File: src/rtl/reg_slice_skid.sv
// ============================================================================
// Module  : reg_slice_skid
// Brief   : Fully registered valid/ready slice with a one-entry skid buffer.
// Revision: 1.0 - initial release
// ============================================================================
`default_nettype none

module reg_slice_skid #(
   parameter int               WIDTH       = 8,
   parameter logic [WIDTH-1:0] RESET_VALUE = '0
) (
   input  logic             clk,
   input  logic             rst_n,
   input  logic             clr,
   input  logic             in_valid,
   output logic             in_ready,
   input  logic [WIDTH-1:0] in_data,
   output logic             out_valid,
   input  logic             out_ready,
   output logic [WIDTH-1:0] out_data,
   output logic [1:0]       occupancy
);

   // State encoding doubles as the occupancy count.
   typedef enum logic [1:0] {
      EMPTY = 2'd0,
      ONE   = 2'd1,
      TWO   = 2'd2
   } state_t;

   state_t           state_q, state_d;
   logic [WIDTH-1:0] out_data_q, out_data_d;
   logic [WIDTH-1:0] skid_q, skid_d;
   logic             in_ready_q, in_ready_d;
   logic             out_valid_q, out_valid_d;
   logic             w_in_fire;
   logic             w_out_fire;

   assign w_in_fire  = in_valid & in_ready_q;
   assign w_out_fire = out_valid_q & out_ready;

   always_comb begin
      state_d    = state_q;
      out_data_d = out_data_q;
      skid_d     = skid_q;
      if (clr) begin
         state_d    = EMPTY;
         out_data_d = RESET_VALUE;
         skid_d     = RESET_VALUE;
      end else begin
         case (state_q)
            EMPTY: begin
               if (w_in_fire) begin
                  state_d    = ONE;
                  out_data_d = in_data;
               end
            end
            ONE: begin
               if (w_in_fire && w_out_fire) begin
                  out_data_d = in_data;
               end else if (w_in_fire) begin
                  state_d = TWO;
                  skid_d  = in_data;
               end else if (w_out_fire) begin
                  state_d = EMPTY;
               end
            end
            TWO: begin
               if (w_out_fire) begin
                  state_d    = ONE;
                  out_data_d = skid_q;
               end
            end
            default: begin
               state_d = EMPTY;
            end
         endcase
      end
      // Handshake flags are precomputed from the next state so they leave as flops.
      in_ready_d  = (state_d != TWO);
      out_valid_d = (state_d != EMPTY);
   end

   always_ff @(posedge clk or negedge rst_n) begin
      if (!rst_n) begin
         state_q     <= EMPTY;
         out_data_q  <= RESET_VALUE;
         skid_q      <= RESET_VALUE;
         in_ready_q  <= 1'b0;
         out_valid_q <= 1'b0;
      end else begin
         state_q     <= state_d;
         out_data_q  <= out_data_d;
         skid_q      <= skid_d;
         in_ready_q  <= in_ready_d;
         out_valid_q <= out_valid_d;
      end
   end

   assign in_ready  = in_ready_q;
   assign out_valid = out_valid_q;
   assign out_data  = out_data_q;
   assign occupancy = state_q;

endmodule

`default_nettype wire

File: config.mk
export PLATFORM = sky130hd
export DESIGN_NAME = reg_slice_skid
export DESIGN_NICKNAME = d
export VERILOG_FILES = /design/src/rtl/reg_slice_skid.sv
export SDC_FILE = /design/constraint.sdc
export NUM_CORES = 1
export LEC_CHECK = 0
export BUFFER_PORTS_ARGS = -buffer_cell sky130_fd_sc_hd__buf_2
export CORE_ASPECT_RATIO = 1.25
export CORE_MARGIN = 2
export CORE_UTILIZATION = 40
export DETAILED_ROUTE_END_ITERATION = 10
export MAX_ROUTING_LAYER = met4
export PLACE_DENSITY = 0.74
export RECOVER_POWER = 100
export SYNTH_ARGS = -nofsm -noshare
export SYNTH_HDL_FRONTEND = slang
export SYNTH_SLANG_ARGS = --single-unit
File: constraint.sdc
create_clock -name clk -period 1.4 [get_ports clk]
set_input_delay 0.28 -clock clk [delete_from_list [all_inputs] [get_ports clk]]
set_output_delay 0.28 -clock clk [all_outputs]
set_load 0.01 [all_outputs]
### Word-level counts from Yosys, hierarchy flattened

Cells that the tools add are included.

* equality and inequality tests: 7
* mux-type cells: 15
* bitwise gates (word level): 2
* reductions and logical operators: 8

Operators by type and width (count)
* $mux W8: 7
* $pmux W8 S3: 1
* $mux W2: 6
* $ne A3 B3 Y1 const B: 3
* $pmux W2 S3: 1
* $reduce_bool A2 Y1: 3
* $ne A2 B2 Y1 const B: 2
* $reduce_and A4 Y1: 1
* $reduce_bool A4 Y1: 1
* $reduce_and A3 Y1: 1
* $and A1 B1 Y1: 2
* $eq A2 B1 Y1 const B: 1
* $eq A2 B2 Y1 const B: 1
* $logic_not A2 Y1: 1
* $logic_and A1 B1 Y1: 1

* register bits after elaboration: 20
* input bits: 13
* output and inout port bits: 12
* logic and storage cells: 37

### Longest topological paths before layout

* depth after elaboration: 7
* gate-level depth with buffers: 5
* gate-level depth less buffers: 3

### Least setup slack after synthesis

OpenSTA, ideal clock, no wires.

* path kind: reg-to-reg
* start point: register out_valid_q (netlist: out_valid)
* end point: register out_data_q[0] (netlist: out_data[0])
* library setup time: 0.145 ns
* arrival time: 1.353 ns
* data required time: 1.255 ns
* setup slack: -0.098 ns
* stages on the path, launching flop included: 5
* buffers on the path: 1
* period minus slack after synthesis: 1.498 ns
* cells stage by stage: dfrtp_1 > and2_1 > clkbuf_1 > a2111oi_0 > a211oi_2

* cells in the longest elaborated chain, start to end: 4
* elaborated cells between the ends (all ways): 5
* classes of those cells: 2 x eq/ne; 1 x bitwise; 2 x reduce/logical

RTL lines
* start, declared: RTL line 35 `logic out_valid_q, out_valid_d;`
* start signal, assigned: RTL line 96 `out_valid_q <= out_valid_d;`
* $and A1 B1 Y1 (*): RTL line 40 `assign w_out_fire = out_valid_q & out_ready;`
* $logic_and A1 B1 Y1: RTL line 59 `if (w_in_fire && w_out_fire) begin`
* $ne A3 B3 Y1 (no source line)
* $reduce_and A4 Y1 (no source line) (*)
* end signal, assigned: RTL line 93 `out_data_q <= out_data_d;`
* end, declared: RTL line 32 `logic [WIDTH-1:0] out_data_q, out_data_d;`

Mark *: on every way between the ends. The rest lies on a longest branch, timed or not.
A chain may end at the register's enable or synchronous reset.

### Worst setup path in the final report

* start point: register in_ready_q (netlist: in_ready)
* end point: register out_data_q[4] (netlist: out_data[4])

* cells in the longest elaborated chain, start to end: 4
* elaborated cells between the ends (all ways): 5
* classes of those cells: 2 x eq/ne; 1 x bitwise; 2 x reduce/logical

RTL lines
* start, declared: RTL line 34 `logic in_ready_q, in_ready_d;`
* start signal, assigned: RTL line 95 `in_ready_q <= in_ready_d;`
* $and A1 B1 Y1 (*): RTL line 39 `assign w_in_fire = in_valid & in_ready_q;`
* $logic_and A1 B1 Y1: RTL line 59
* $ne A3 B3 Y1 (no source line)
* $reduce_and A4 Y1 (no source line) (*)

Marked as above.

==> impl_metrics.json <==
{
  "synth_compound_area_share_pct": 31.7,
  "io_pins": 25,
  "cts_tree": "yes",
  "cts_buffers": 3,
  "r2r_setup_slack_ns": -0.09,
  "drtPass1Iterations": 4,
  "diodes": 0,
  "final_cells": 163,
  "grt_pass1_wl_mm": 4.14,
  "totalWireLength_mm": 2.62,
  "syn_inst": 95,
  "nFillCells": 212,
  "critPathMaxStageDelay_ns": 0.44,
  "rr_endpoint": "out_data[4]",
  "yosys_warnings": 0,
  "worst_slack_ns": -0.0927,
  "start_kind": "flip-flop",
  "max-cap-violations": 0,
  "clock_latency_ns": 0.31,
  "critPathSlowestCell": "dfrtp_1",
  "yosys-mux-area-fraction_pct": 8.46,
  "synth-edff-count": 0,
  "clk_pin_slew_ns": 0.11,
  "dp_slack_ns": -0.0638,
  "drc": 0,
  "whs_path_depth": 3,
  "clk_path_buf_depth": 2,
  "rsz0062_at_grt": "true",
  "path_class": "flip-flop to flip-flop",
  "die_area_um2": 3090,
  "crit_family": "compound AO/OA/AOI/OAI gates",
  "ff2ff_path_depth": 4,
  "grt.overflow.total": 0,
  "timing.critical_path.buf_inv": 1,
  "r2r_start": "in_ready",
  "portBuffers": 24,
  "syn_area_um2": 1060,
  "violations": "negative setup slack",
  "coreArea_um2": 2480,
  "cts-root-buf": "clkbuf_4",
  "power_density_nw_per_um2": 1120,
  "drv_slew": 0,
  "finalClockSkew_ns": 0.00460,
  "grt_max_degree": 22,
  "drt-initial-drc-count": 28,
  "wl_per_cell_um": 16.0,
  "max_freq_mhz": 670,
  "die_w_um": 50.1,
  "placed_cell_area_um2": 1370,
  "min_period_over_period_pct": 107,
  "grtUsageTotal_pct": 18.7,
  "cp_data_arrival_time_ns": 1.72,
  "worst_pin_slew_ns": 0.504,
  "setup_violations": 8,
  "worstPathCellList": "nor4bb_2 -> buf_4 -> a211o_4 -> a211oi_2",
  "grt_antenna_before_repair": 0,
  "ir_drop_v": 0.000718,
  "drive_above_1_share_pct": 40.0,
  "rows": 20,
  "area.growth.synth_to_final_pct": 31.6,
  "first_global_vias": 870,
  "die_height_um": 61.7,
  "synth_adder_area_share_pct": 0,
  "hpwl_mm": 1.87,
  "vias_per_cell": 5.74,
  "cts.sinks": 20,
  "fin_crit_ns": 1.49,
  "outcome": "finished with violations",
  "synth_xor_area_share_pct": 0,
  "hp-start": "in_data[0]",
  "leakage_nw": 0.571,
  "antenna_left": 0,
  "synthDistinctLibCells": 26,
  "dp_cells": 157,
  "synth-simple-area-share_pct": 9.64,
  "min_delay_worst_endpoint": "skid_q[0]",
  "hold_class": "input pin to flip-flop",
  "synth_nets": 108,
  "path_max_fanout": 10,
  "yosysSeqAreaShare_pct": 47.0,
  "start_util_pct": 43.0,
  "synth_ff_type": "dfrtp_1",
  "synth-async-reset-ratio_pct": 100,
  "synth.avg_cell_area_um2": 11.2,
  "gp_congestion": 0.787,
  "finalHoldViolations": 0,
  "htreeDepth": 1,
  "relSlewSlack_pct": 66.4,
  "synth_top_family_by_area": "compound AO/OA/AOI/OAI gates",
  "fin_nets": 144,
  "design_area_um2": 1400,
  "dr_total_vias": 936,
  "ys_ff_latch": 20,
  "cp.required_ns": 1.63,
  "crit_path_end_kind": "flip-flop"
}
[stage by stage]
step	util (%)	total power, mW	hold slack [ns]	setup TNS, ns
after floorplan	-	1.05	-0.0156	-0.122
after global placement	55.2	1.23	0.251	-0.152
after detailed placement	55.2	1.24	0.258	-0.416
after CTS	57.0	1.59	0.209	-0.618
after global routing	56.6	1.66	0.211	-1.42
final	56.6	1.56	0.216	-0.612
[worst max path at each step]
stage / start / endpoint / slack (ns) / cells after the start
2_1_floorplan: out_valid / out_data[0] / -0.02 / 4
3_3_place_gp: in_ready / out_data[5] / -0.02 / 4
3_5_place_dp: occupancy[1] / out_data[7] / -0.06 / 4
4_1_cts: occupancy[1] / out_data[7] / -0.09 / 4
5_1_grt: occupancy[1] / out_data[1] / -0.16 / 4
6_report: in_ready / out_data[4] / -0.09 / 4
[cell usage in the layout (no fill, tap or decap), drive strengths merged]
cell type    instances
a21o                 1
o31ai                1
and2                 1
a211oi               8
nand2b               1
dfrtp               20
o21ai                8
clkbuf              17
nand3                8
nand3b               1
a2111oi              8
buf                 25
a21boi               1
and4b                1
mux2i                9
dlygate4sd3          1
nor4bb               1
a21oi               10
a211o                1
and3b                1
o21bai               1
nand2                2
a21bo                1
nor2b                1
o21ba                1
[cell families after synthesis]
kind of cell | count (synthesis)
AO/OA/AOI/OAI | 41
flip-flops | 20
AND/OR/NAND/NOR | 17
multiplexers | 9
buffers and inverters | 8
[timing repair]
| item | 4_1_cts | 5_1_grt |
|---|---|---|
| hold buffers | 1 | 0 |
| cloned | 0 | 0 |
| gates resized for setup | 0 | 7 |
| endpoints found under the setup margin | 8 | 19 |
| setup buffers | 0 | 1 |
| endpoints found under the hold margin | 20 | 0 |
| pin swaps | 0 | 2 |
[power breakdown]
group,total [mW],switching (mW),internal [mW]
clock,0.341,0.182,0.159
combinational,0.535,0.290,0.246
sequential,0.689,0.0495,0.639
total,1.56,0.521,1.04
[cell type report]
type | count | area (um2) | share of cell area (%)
Clock buffer | 4 | 36.3 | 2.59
Sequential cell | 20 | 502 | 35.8
Timing Repair Buffer | 39 | 229 | 16.3
Tap cell | 33 | 41.3 | 2.95
Multi-Input combinational cell | 67 | 593 | 42.3
[registers in the layout, summed over array words and instances (netlist names)]
signal     count
out_data       8
in_ready       1
skid_q         8
out_valid      1
occupancy      2
[metal layers]
layer,part of all wire [%],vias to the layer above,GRT usage (%)
li1,-,440,-
met1,44,468,22.6
met2,51,23,31.4
met3,3.7,5,1.70
met4,1.7,0,9.52
met5,0,-,-
[cells in the mapped netlist, types with 2 or more instances]
master	instances	share of area, %
nand3_1	8	3.8
nand2_1	2	0.71
a21oi_1	10	4.7
a2111oi_0	7	5.8
a211oi_2	8	9.4
clkbuf_1	4	1.4
o21ai_0	8	3.8
dfrtp_1	20	47
mux2i_1	9	8.5
buf_2	3	1.4
[worst min-delay path, delay by kind of cell]
family / cells / cell delay [ns]
buffers and inverters: 1 / 0.10
AO/OA/AOI/OAI: 1 / 0.05
AND/OR/NAND/NOR: 1 / 0.06
(Power assumes the default switching activity.)
